$ cat src/rtl/cpu_pkg.sv
// Shared CPU definitions: fetch FSM states and the canonical NOP encoding.
package cpu_pkg;

  localparam logic [31:0] NOP_INSTR = 32'h0000_0013;

  typedef enum logic [1:0] {
    BOOT,
    RUN,
    BUBBLE
  } fetch_state_t;

endpackage

$ cat src/rtl/instr_fetch.sv
// Instruction fetch stage feeding decode from an external synchronous ROM.
// Define FETCH_MISALIGN_TRAP_EN to freeze fetch on a misaligned redirect target.
module instr_fetch
  import cpu_pkg::*;
#(
  parameter logic [31:0] RESET_PC = 32'h0000_0000,
  parameter int unsigned IMEM_AW  = 12
) (
  input  logic               clk,
  input  logic               rst,
  input  logic               stall,
  input  logic               redirect,
  input  logic [31:0]        redirect_pc,
  output logic [IMEM_AW-1:0] imem_addr,
  input  logic [31:0]        imem_rdata,
  output logic [31:0]        instr,
  output logic [31:0]        instr_pc,
  output logic               instr_valid,
  output logic               misalign_err
);

  fetch_state_t state_q, state_d;
  logic [31:0]  pc_q, pc_d;
  logic [31:0]  rd_pc_q, rd_pc_d;      // byte address of the word currently on imem_rdata
  logic [31:0]  instr_q, instr_d;
  logic [31:0]  instr_pc_q, instr_pc_d;
  logic         valid_q, valid_d;
  logic [31:0]  hold_q, hold_d;
  logic         hold_vld_q, hold_vld_d;

  logic         trapped;
  logic         trap_hit;
  logic [31:0]  target_pc;

  assign target_pc = redirect_pc & 32'hFFFF_FFFC;

`ifdef FETCH_MISALIGN_TRAP_EN
  logic err_q;

  assign trap_hit = redirect && (redirect_pc[1:0] != 2'b00);
  assign trapped  = err_q;

  always_ff @(posedge clk) begin
    if (rst) begin
      err_q <= 1'b0;
    end else if (trap_hit) begin
      err_q <= 1'b1;
    end
  end
`else
  assign trap_hit = 1'b0;
  assign trapped  = 1'b0;
`endif

  assign misalign_err = trapped;
  assign imem_addr    = pc_q[IMEM_AW+1:2];
  assign instr        = instr_q;
  assign instr_pc     = instr_pc_q;
  assign instr_valid  = valid_q;

  always_comb begin
    state_d    = state_q;
    pc_d       = pc_q;
    rd_pc_d    = rd_pc_q;
    instr_d    = instr_q;
    instr_pc_d = instr_pc_q;
    valid_d    = valid_q;
    hold_d     = hold_q;
    hold_vld_d = hold_vld_q;

    if (trapped || trap_hit) begin
      instr_d    = NOP_INSTR;
      valid_d    = 1'b0;
      hold_vld_d = 1'b0;
    end else if (redirect) begin
      pc_d       = target_pc;
      state_d    = BUBBLE;
      instr_d    = NOP_INSTR;
      valid_d    = 1'b0;
      hold_vld_d = 1'b0;
    end else if (stall) begin
      // The ROM re-reads the held address, so park the word that was on the bus.
      if (state_q == RUN && !hold_vld_q) begin
        hold_d     = imem_rdata;
        hold_vld_d = 1'b1;
      end
    end else begin
      unique case (state_q)
        BOOT, BUBBLE: begin
          state_d = RUN;
          pc_d    = pc_q + 32'd4;
          rd_pc_d = pc_q;
        end
        RUN: begin
          instr_d    = hold_vld_q ? hold_q : imem_rdata;
          instr_pc_d = rd_pc_q;
          valid_d    = 1'b1;
          hold_vld_d = 1'b0;
          pc_d       = pc_q + 32'd4;
          rd_pc_d    = pc_q;
        end
        default: state_d = BOOT;
      endcase
    end
  end

  always_ff @(posedge clk) begin
    if (rst) begin
      state_q    <= BOOT;
      pc_q       <= RESET_PC;
      rd_pc_q    <= RESET_PC;
      instr_q    <= NOP_INSTR;
      instr_pc_q <= RESET_PC;
      valid_q    <= 1'b0;
      hold_q     <= 32'h0;
      hold_vld_q <= 1'b0;
    end else begin
      state_q    <= state_d;
      pc_q       <= pc_d;
      rd_pc_q    <= rd_pc_d;
      instr_q    <= instr_d;
      instr_pc_q <= instr_pc_d;
      valid_q    <= valid_d;
      hold_q     <= hold_d;
      hold_vld_q <= hold_vld_d;
    end
  end

endmodule

$ cat config.mk
export PLATFORM = sky130hd
export DESIGN_NAME = instr_fetch
export DESIGN_NICKNAME = d
export VERILOG_FILES = /design/src/rtl/cpu_pkg.sv /design/src/rtl/instr_fetch.sv
export SDC_FILE = /design/constraint.sdc
export NUM_CORES = 1
export LEC_CHECK = 0
export ABC_AREA = 1
export ABC_CLOCK_PERIOD_IN_PS = 1400
export BUFFER_PORTS_ARGS = -buffer_cell sky130_fd_sc_hd__buf_2
export CORE_AREA = 2 2 122 124
export CTS_CLUSTER_DIAMETER = 40
export DETAILED_ROUTE_END_ITERATION = 8
export DIE_AREA = 0 0 124 126
export PLACE_DENSITY = 0.83
export REMOVE_ABC_BUFFERS = 1
export SYNTH_ARGS = -nofsm -noshare
export SYNTH_HDL_FRONTEND = slang
export SYNTH_SLANG_ARGS = --single-unit
$ cat constraint.sdc
create_clock -name clk -period 1.4 [get_ports clk]
set_clock_uncertainty 0.1 [all_clocks]
set_input_delay 0.28 -clock clk [delete_from_list [all_inputs] [get_ports clk]]
set_output_delay 0.28 -clock clk [all_outputs]
set_load 0.03 [all_outputs]
=== Word-level counts from Yosys, hierarchy flattened ===
Index checks and enable logic that the tools add are counted.

* Add/sub/neg operators: 1
* Equality and inequality tests: 5
* Mux-type cells: 10
* Bitwise logic cells: 3
* Reductions and logical operators: 17

{| class="wikitable"
|+ Operator list
! operator !! count
|-
| $mux W32 || 4
|-
| $add A32 B3 Y32 const B || 1
|-
| $reduce_and A2 Y1 || 6
|-
| $reduce_and A3 Y1 || 3
|-
| $mux W2 || 2
|-
| $ne A2 B1 Y1 const B || 2
|-
| $pmux W2 S2 || 1
|-
| $reduce_bool A2 Y1 || 2
|-
| $reduce_or A2 Y1 || 2
|-
| $mux W1 || 3
|-
| $not A1 Y1 || 3
|-
| $reduce_or A3 Y1 || 1
|-
| $eq A2 B1 Y1 const B || 1
|-
| $eq A2 B2 Y1 const B || 1
|-
| $logic_not A2 Y1 || 1
|-
| $ne A2 B2 Y1 const B || 1
|-
| $logic_and A1 B1 Y1 || 1
|-
| $logic_not A1 Y1 || 1
|}

* Register bits after elaboration: 164
* Input port bits: 68
* Output and inout bits: 78
* Logic and storage cells: 46

=== Longest topological paths before layout ===
Gate-level depths: netlist of the first run.

* Depth in word-level cells: 5
* Mapped depth: 10
* Depth with buffers taken out: 10

=== Worst setup path after synthesis of the first run ===
No wires, ideal clock.

* Kind: reg-to-reg
* Start point: register pc_q[2]
* End point: register pc_q[28]
* Library setup time: 110 ps
* Data arrival time: 1330 ps
* Data required time: 1190 ps
* Setup slack: -139 ps
* Stages on the path, launching flop included: 11
* Buffers on the path: 0
* Period minus slack after synthesis: 1539 ps
* Cells stage by stage: dfxtp_1 > ha_1 > nand2_2 > nor2_4 > nand3_4 > nor2_4 > nand3_1 > nand2_1 > nand3b_1 > nand2_1 > inv_1

* Word-level cells in the longest chain between the ends: 4

{| class="wikitable"
|+ RTL lines
! element !! line !! source
|-
| start, declared || instr_fetch.sv:23 || <nowiki>logic [31:0] pc_q, pc_d;</nowiki>
|-
| start signal, assigned || instr_fetch.sv:119 || <nowiki>pc_q <= pc_d;</nowiki>
|-
| $add A32 B3 Y32 || instr_fetch.sv:91, instr_fetch.sv:99 ||
|-
| $mux W32 || n/a ||
|-
| $mux W32 || instr_fetch.sv:81 || <nowiki>end else if (stall) begin</nowiki>
|-
| $mux W32 || instr_fetch.sv:75 || <nowiki>end else if (redirect) begin</nowiki>
|}

No other way between the ends. The select of a mux whose other input is x is not followed.
A chain may end at the register's enable or synchronous reset.

=== Worst setup path in the final report of the first run ===
* Start point: register pc_q[12]
* End point: register pc_q[28]

The elaborated chain is that of the path after synthesis.

==> flow_metrics.env, run 1 <==
export IMPL_synth_top_area_cell="dfxtp_1"
export IMPL_grt_pass1_wl_um=34130
export IMPL_gp_congestion=0.9049
export IMPL_clock_path_buffers=2
export IMPL_arrival_ns=1.95
export IMPL_cp_start_kind="flop"
export IMPL_fin_ws_ns=-0.3238
export IMPL_synth_area_top_cells="dfxtp_1 (46%), nand2_1 (12%), nor2_1 (7.2%), o21ai_0 (6.7%), a21oi_1 (5.6%)"
export IMPL_layout_common_cells="nand2_1 (211), dfxtp_1 (134), buf_2 (124)"
export IMPL_finalHoldViolCount=1
export IMPL_grt_antenna_before_repair=0
export IMPL_path_clk_slew_ns=0.06
export IMPL_ys_ff_latch=158
export IMPL_synth_edf_count=0
export IMPL_path_common_cell="nand2_1"
export IMPL_crit_family="simple AND/OR/NAND/NOR gates"
export IMPL_p_sw_frac=0.2689
export IMPL_grt_max_degree=35
export IMPL_yosys_warnings=0
export IMPL_grt_use_total=0.2782
export IMPL_period_share=1.231
export IMPL_slowest_delay_ns=0.35
export IMPL_pwr_share_comb=0.124
export IMPL_synth_cells=952
export IMPL_path_cells="nand2_2 > nor2_2 > nand3_4 > nor2_4 > nand3_2 > nand2_1 > nand3b_1 > nand2_1 > inv_1"
export IMPL_p_total_uw=11090
export IMPL_p_leak_uw=0.004250
export IMPL_drtAntennaViolNets=0
export IMPL_core_area_mm2=0.01431
export IMPL_vias=8098
export IMPL_seq_area_frac_synth=0.4611
export IMPL_rsz0062_at_grt="true"
export IMPL_final_common_cell="nand2_1"
export IMPL_ios=146
export IMPL_numPortBuffers=140
export IMPL_wl_per_cell_um=19.15
export IMPL_pwr_share_clk=0.446
export IMPL_drc=0
export IMPL_crit_type="flop to flop"
export IMPL_gr_total_overflow=0
export IMPL_seq_power_share=0.431
export IMPL_clock_sinks=158
export IMPL_rows=44
export IMPL_critPathSlowestCell="dfxtp_2"
export IMPL_final_max_slew_viol_count=0
export IMPL_viasPerCell=5.889
export IMPL_h_tree_depth=4
export IMPL_nets=1247
export IMPL_die_h_um=126
export IMPL_drt_pass1_iterations=6
export IMPL_power_switching_uw=2980
export IMPL_cap_violations=0
export IMPL_cp_data_required_time_ns=1.63
export IMPL_antenna_cells=0
export IMPL_failed_checks="negative hold slack, negative setup slack"
export IMPL_vdd_ir_drop_max_mv=0.9792
export IMPL_ctsRootBufferMaster="clkbuf_16"
export IMPL_clock_latency_ns=0.43
export IMPL_syn2layout_area_growth_pct=46.39
export IMPL_internal_power_uw=8105
export IMPL_floorplan_die_area_mm2=0.01562
export IMPL_hp_class="input pin to flop"
export IMPL_fin_area_mm2=0.01004
export IMPL_synth_top_area_share=0.4611
export IMPL_crit_path_max_fanout=6
export IMPL_die_w_um=124
export IMPL_synth_distinct_cells=42
export IMPL_fillers=933
export IMPL_grt_pass1_vias=6938
export IMPL_final_min_clock_period_ns=1.724
export IMPL_setup_viol=77
export IMPL_hold_slack_ns=-0.005449
export IMPL_postLayoutCoreUtil=0.7015
export IMPL_path_buf_inv=1
export IMPL_avgSynthCellArea_um2=7.205
export IMPL_drive_above_1_share=0.3644
export IMPL_routed_wl_um=26340
export IMPL_ys_flop_type="dfxtp_1"
export IMPL_synth_area_mm2=0.006859
export IMPL_start_util=0.4792
export IMPL_cts_tree="done"
export IMPL_dpl_hpwl_um=12860
export IMPL_cts_buffers=17
export IMPL_drtIter0Drc=1089
export IMPL_status="finished, violations left"
export IMPL_p_per_area_mw_per_mm2=1104
export IMPL_endpoint_kind="flop"
export IMPL_placedInstanceArea_mm2=0.008263
export IMPL_synthArstFlopShare=0
export IMPL_fmax_mhz=580.1
## synthesized netlist by cell type, types with 4 or more instances
library cell and number:
buf_4 17, nor2_4 7, nand3_1 31, o21ai_1 4, a211oi_1 4, clkbuf_1 26
a31oi_1 36, nand2_1 219, nor2_2 8, buf_2 22, nor2_1 132, o21a_1 5
o21ai_0 92, nand2_2 8, nor3_1 8, inv_2 9, nand4_1 4, dfxtp_1 158
o211ai_1 5, inv_1 52, a21oi_1 77
## worst register-to-register path, cell delays in order, from the launching register on
cell and delay [ns]:
dfxtp_2 0.35, nand2_2 0.10, nor2_2 0.30, nand3_4 0.14
nor2_4 0.24, nand3_2 0.11, nand2_1 0.07, nand3b_1 0.09
nand2_1 0.09, inv_1 0.04
## metrics by stage
step           cells  setup slack (ns)  setup TNS [ns]
6_report        1375           -0.3238          -9.244
5_1_grt         1375           -0.4389          -13.92
4_1_cts         1359           -0.2147          -3.557
3_5_place_dp    1300           -0.1947          -7.870
3_3_place_gp    1300           -0.1537          -4.067
2_1_floorplan    885           -0.9489          -72.17
## state kept, by name, summed over array words and instances, names as in the netlist
| register | count |
|---|---|
| state_q | 2 |
| hold_q | 32 |
| hold_vld_q | 1 |
| instr_valid | 1 |
| rd_pc_q | 30 |
| instr | 32 |
| instr_pc | 30 |
| pc_q | 30 |
## logic make-up after synthesis
| family | after synthesis | share of synthesized area |
|---|---|---|
| AND/OR/NAND/NOR | 428 | 0.2641 |
| AO/OA/AOI/OAI | 230 | 0.1828 |
| flip-flops | 158 | 0.4611 |
| buffers and inverters | 132 | 0.08701 |
| XOR/XNOR | 2 | 0.002554 |
| adder cells (fa/ha/maj) | 1 | 0.001824 |
| other | 1 | 0.0005467 |
## path summary, 6_finish.rpt
path | cells after the start | slack [ns] | startpoint | end
setup reg to reg | 9 | -0.32 | pc_q[12] | pc_q[28]
hold / removal | 3 | -0.005 | imem_rdata[29] | hold_q[29]
setup / recovery | 9 | -0.32 | pc_q[12] | pc_q[28]
hold reg to reg | 1 | 0.36 | instr[15] | instr[15]
## power groups by stage
| stage | clock network, uW | logic, uW | registers (uW) |
|---|---|---|---|
| floorplan | 0 | 411 | 4940 |
| global placement | 0 | 1040 | 4840 |
| detailed placement | 0 | 1050 | 4840 |
| CTS | 4870 | 1190 | 4760 |
| global route | 5150 | 1450 | 4780 |
| finish | 4940 | 1370 | 4780 |
## repair_timing
item,4_1_cts,5_1_grt
hold endpoints to repair,2,0
cloned,4,8
pin swaps,24,22
setup endpoints to repair,65,148
hold buffers,2,0
gates resized for setup,115,122
setup buffers,22,18
## cell type report
cell class	instances	area (um2)	area share
Clock buffer	18	439.2	0.04374
Clock inverter	14	180.2	0.01794
Inverter	63	251.5	0.02505
Sequential cell	158	3206	0.3193
Timing Repair Buffer	274	2232	0.2223
Multi-Input combinational cell	664	3502	0.3488
Tap cell	184	230.2	0.02293
## routing by layer
| layer | up-vias | wire length [um] | share of wire | GRT usage |
|---|---|---|---|---|
| met3 | 199 | 2724 | 0.10 | 0.05571 |
| li1 | 3559 | - | - | - |
| met2 | 648 | 12310 | 0.47 | 0.4522 |
| met1 | 3692 | 9395 | 0.36 | 0.3492 |
| met4 | 0 | 1903 | 0.072 | 0.1388 |
| met5 | - | 0 | 0 | 0 |
Power figures use the tool's default switching activity.
==> run 2: changes to the inputs <==
Settings changed: BUFFER_PORTS_ARGS -buffer_cell sky130_fd_sc_hd__buf_2 to default, CORE_AREA 2 2 122 124 to 2 2 113 115, DIE_AREA 0 0 124 126 to 0 0 115 117, DONT_BUFFER_PORTS from default to 1.
==> flow_metrics.env, run 2 (synthesis gave the netlist of run 1 again) <==
export IMPL_status="finished, violations left"
export IMPL_failed_checks="negative hold slack, negative setup slack"
export IMPL_drc=0
export IMPL_drt_pass1_iterations=5
export IMPL_viasPerCell=5.862
export IMPL_cts_tree="done"
export IMPL_cp_start_kind="flop"
export IMPL_cts_buffers=17
export IMPL_routed_wl_um=20950
export IMPL_p_total_uw=10290
export IMPL_floorplan_die_area_mm2=0.01346
export IMPL_grt_antenna_before_repair=0
export IMPL_hold_buffers=32
export IMPL_nets=1092
export IMPL_final_max_slew_viol_count=0
export IMPL_seq_power_share=0.469
export IMPL_p_sw_frac=0.2481
export IMPL_crit_type="flop to flop"
export IMPL_rsz0062_at_grt="true"
export IMPL_arrival_ns=1.87
export IMPL_die_h_um=117
export IMPL_clock_latency_ns=0.42
export IMPL_rows=41
export IMPL_start_util=0.5571
export IMPL_fin_ws_ns=-0.2555
export IMPL_p_leak_uw=0.003447
export IMPL_fillers=852
export IMPL_cap_violations=0
export IMPL_dpl_hpwl_um=11440
export IMPL_hold_slack_ns=-0.1761
export IMPL_reg2reg_slack_ns=-0.26
export IMPL_wl_per_cell_um=17.66
export IMPL_core_area_mm2=0.01231
export IMPL_layout_common_cells="nand2_1 (209), dfxtp_1 (142), nor2_1 (121)"
export IMPL_power_switching_uw=2552
export IMPL_setup_viol=50
export IMPL_clock_sinks=158
export IMPL_endpoint_kind="flop"
export IMPL_numPortBuffers=0
export IMPL_slowest_delay_ns=0.35
export IMPL_crit_path_max_fanout=5
export IMPL_pwr_share_clk=0.434
export IMPL_final_min_clock_period_ns=1.656
export IMPL_drive_above_1_share=0.2239
export IMPL_syn2layout_area_growth_pct=29.97
export IMPL_h_tree_depth=4
export IMPL_ctsRootBufferMaster="clkbuf_16"
export IMPL_postLayoutCoreUtil=0.7241
export IMPL_fmax_mhz=604.0
export IMPL_p_per_area_mw_per_mm2=1154
export IMPL_finalHoldViolCount=58
export IMPL_period_share=1.183
export IMPL_grt_pass1_wl_um=29210
export IMPL_vias=6952
export IMPL_path_cells="ha_4 > nand2_4 > nor2_4 > nand3_4 > buf_4 > buf_6 > o211ai_1 > a21oi_1"
export IMPL_antenna_cells=0
export IMPL_tns_ns=-3.746
export IMPL_path_clk_slew_ns=0.06
export IMPL_critPathSlowestCell="dfxtp_2"
export IMPL_grt_use_total=0.2768
export IMPL_drtIter0Drc=618
export IMPL_ios=146
export IMPL_clock_path_buffers=2
export IMPL_gp_congestion=0.8925
export IMPL_cp_data_required_time_ns=1.61
export IMPL_grt_pass1_vias=6216
export IMPL_pwr_share_comb=0.097
export IMPL_final_common_cell="nand2_1"
export IMPL_die_w_um=115
export IMPL_hp_class="input pin to flop"
export IMPL_internal_power_uw=7734
export IMPL_vdd_ir_drop_max_mv=0.7988
export IMPL_grt_max_degree=62
export IMPL_drtAntennaViolNets=0
export IMPL_gr_total_overflow=0
## run 2: path summary, 6_finish.rpt
check	from	endpoint	cells after the start
min	rst	hold_q[5]	1
min reg2reg	hold_q[3]	hold_q[3]	2
max reg2reg	pc_q[3]	pc_q[14]	8
max	pc_q[3]	pc_q[14]	8
## run 2: layout make-up
cell class | count | area [um2] | share of cell area
clock buffer | 21 | 450.4 | 0.05053
inverter | 63 | 259.0 | 0.02905
tap | 150 | 187.7 | 0.02105
timing repair buffer | 119 | 1294 | 0.1451
sequential | 158 | 3196 | 0.3585
multi-input combinational | 664 | 3411 | 0.3826
clock inverter | 11 | 117.6 | 0.01319
## run 2: stage by stage
stage | std cells | worst slack, ns | cell area (um2) | hold slack, ns
6_report | 1186 | -0.2555 | 8915 | -0.1761
5_1_grt | 1186 | -0.3606 | 8915 | -0.1874
4_1_cts | 1177 | -0.1827 | 8533 | -0.1950
3_5_place_dp | 1108 | -0.1778 | 7422 | 0.2556
3_3_place_gp | 1108 | -0.1358 | 7422 | 0.2538
2_1_floorplan | 885 | -0.9489 | 6506 | 0.2424
## run 2: timing repair
action,CTS,global route
buffers inserted,4,6
cloned,1,4
pin swaps,17,19
setup endpoints to repair,46,96
endpoints found under the hold margin,96,59
resized for setup,56,98
## run 2: critical path: cells and delay by family (launching register included)
family	cells	cell delay [ns]
adders and majority gates	1	0.15
AOI/OAI and AO/OA	2	0.32
and+or+nand+nor	3	0.35
DFF	1	0.35
buffers and inverters	2	0.26
## run 2: per-layer routing
layer | global-route usage | wire [um] | vias to the layer above
li1 | - | - | 3249
met2 | 0.4522 | 9968 | 377
met4 | 0.1518 | 809 | 0
met3 | 0.06540 | 1637 | 80
met5 | 0 | 0 | -
met1 | 0.3395 | 8530 | 3246
## run 2: power by group through the flow
stage,registers [uW],logic [uW],clock network [uW]
global route,4840,1080,4690
global placement,4900,754,0
detailed placement,4900,771,0
finish,4830,995,4470
floorplan,4940,411,0
CTS,4820,903,4510
==> run 3: changes to the inputs <==
Settings changed: SKIP_CTS_REPAIR_TIMING from default to 1.
==> flow_metrics.env, run 3 (synthesis gave the netlist of run 1 again) <==
export IMPL_viasPerCell=6.143
export IMPL_multi_input_area_mm2=0.003671
export IMPL_stdcell_count=1199
export IMPL_placedInstanceArea_mm2=0.007422
export IMPL_hold_path_depth=1
export IMPL_hold_slack_ns=-0.1889
export IMPL_path_clk_slew_ns=0.06
export IMPL_crit_path_max_fanout=6
export IMPL_clock_path_buffers=2
export IMPL_fillers=736
export IMPL_gr_total_overflow=0
export IMPL_nets=1105
export IMPL_floorplan_die_area_mm2=0.01346
export IMPL_worst_pin_slew_ns=0.8149
export IMPL_vdd_ir_drop_max_mv=0.7795
export IMPL_numPortBuffers=0
export IMPL_die_h_um=117
export IMPL_fin_ws_ns=-0.2998
export IMPL_clock_sinks=158
export IMPL_cts_buffers=17
export IMPL_finalHoldViolCount=59
export IMPL_ff_latch_area_mm2=0.003206
export IMPL_syn2layout_area_growth_pct=37.19
export IMPL_grt_max_degree=62
export IMPL_layout_common_cells="nand2_1 (189), dfxtp_1 (134), nor2_1 (121)"
export IMPL_rsz0062_at_grt="true"
export IMPL_postLayoutCoreUtil=0.7643
export IMPL_fmax_mhz=588.3
export IMPL_rr_worst_depth=10
export IMPL_final_min_clock_period_ns=1.700
export IMPL_endpoint_kind="flop"
export IMPL_hold_start="rst"
export IMPL_drc=0
export IMPL_fin_area_mm2=0.009410
export IMPL_gp_congestion=0.8925
export IMPL_rows=41
export IMPL_p_per_area_mw_per_mm2=1110
export IMPL_rr_startpoint="pc_q[3]"
export IMPL_core_area_mm2=0.01231
export IMPL_h_tree_depth=4
export IMPL_r2r_end="pc_q[30]"
export IMPL_drtAntennaViolNets=0
export IMPL_cap_violations=0
export IMPL_drtIter0Drc=774
export IMPL_dp_cells=1108
export IMPL_p_leak_uw=0.003679
export IMPL_dpl_hpwl_um=11440
export IMPL_ctsRootBufferMaster="clkbuf_16"
export IMPL_grt_pass1_wl_um=27050
export IMPL_setup_viol=91
export IMPL_final_common_cell="nand2_1"
export IMPL_grt_antenna_before_repair=0
export IMPL_slew_limit_headroom=0.4549
export IMPL_drive_above_1_share=0.2888
export IMPL_vias=7366
export IMPL_final_max_slew_viol_count=0
export IMPL_cp_start_kind="flop"
export IMPL_crit_type="flop to flop"
export IMPL_whs_endpoint="hold_q[20]"
export IMPL_tns_ns=-11.61
export IMPL_die_w_um=115
export IMPL_hp_class="input pin to flop"
export IMPL_cts_tree="done"
export IMPL_failed_checks="negative hold slack, negative setup slack"
export IMPL_status="finished, violations left"
export IMPL_drt_pass1_iterations=5
export IMPL_ios=146
export IMPL_clock_latency_ns=0.43
export IMPL_routed_wl_um=24300
export IMPL_start_util=0.5571
export IMPL_grt_pass1_vias=5716
export IMPL_period_share=1.214
export IMPL_arrival_ns=1.94
export IMPL_antenna_cells=0
export IMPL_reg2reg_slack_ns=-0.30
export IMPL_grt_use_total=0.2555
export IMPL_wl_per_cell_um=20.27
export IMPL_cp_data_required_time_ns=1.64
==> run 3: per-stage QoR <==
stage | worst slack [ns] | total power (uW)
2_1_floorplan | -0.9489 | 5348
3_3_place_gp | -0.1358 | 5652
3_5_place_dp | -0.1778 | 5674
4_1_cts | -0.2418 | 10100
5_1_grt | -0.3714 | 10720
6_report | -0.2998 | 10440
==> run 3: layer usage <==
layer  wire [um]  GRT usage  up-vias
met1        8957     0.3239     3394
met4        1175     0.1285        0
met5           0          0        -
met3        2709    0.06488      126
met2       11460     0.4067      560
li1            -          -     3286
==> run 3: worst max-delay path by stage <==
stage | endpoint | startpoint
6_report | pc_q[30] | pc_q[3]
5_1_grt | pc_q[26] | pc_q[3]
4_1_cts | pc_q[12] | pc_q[2]
3_5_place_dp | pc_q[20] | pc_q[2]
3_3_place_gp | pc_q[28] | pc_q[2]
2_1_floorplan | instr[0] | state_q[0]
==> run 3: power breakdown <==
part           total [uW]  internal, uW  switching (uW)
sequential           4840          4660             181
combinational        1090           457             634
clock                4510          2650            1860
==> run 3: critical path: stages (launching register included) <==
cell,delay (ns)
dfxtp_2,0.35
ha_4,0.15
nand2_4,0.06
nor2_4,0.22
nand3_4,0.11
nor2_4,0.22
nand2_1,0.11
nand2_1,0.08
nand3_1,0.08
nand2_1,0.07
inv_1,0.04
==> run 3: final cells by class <==
type                       instances  area share
multi-input combinational        664      0.3901
sequential                       158      0.3406
timing repair buffer             132      0.1614
clock buffer                      21     0.04787
inverter                          63     0.02752
tap                              150     0.01994
clock inverter                    11     0.01250
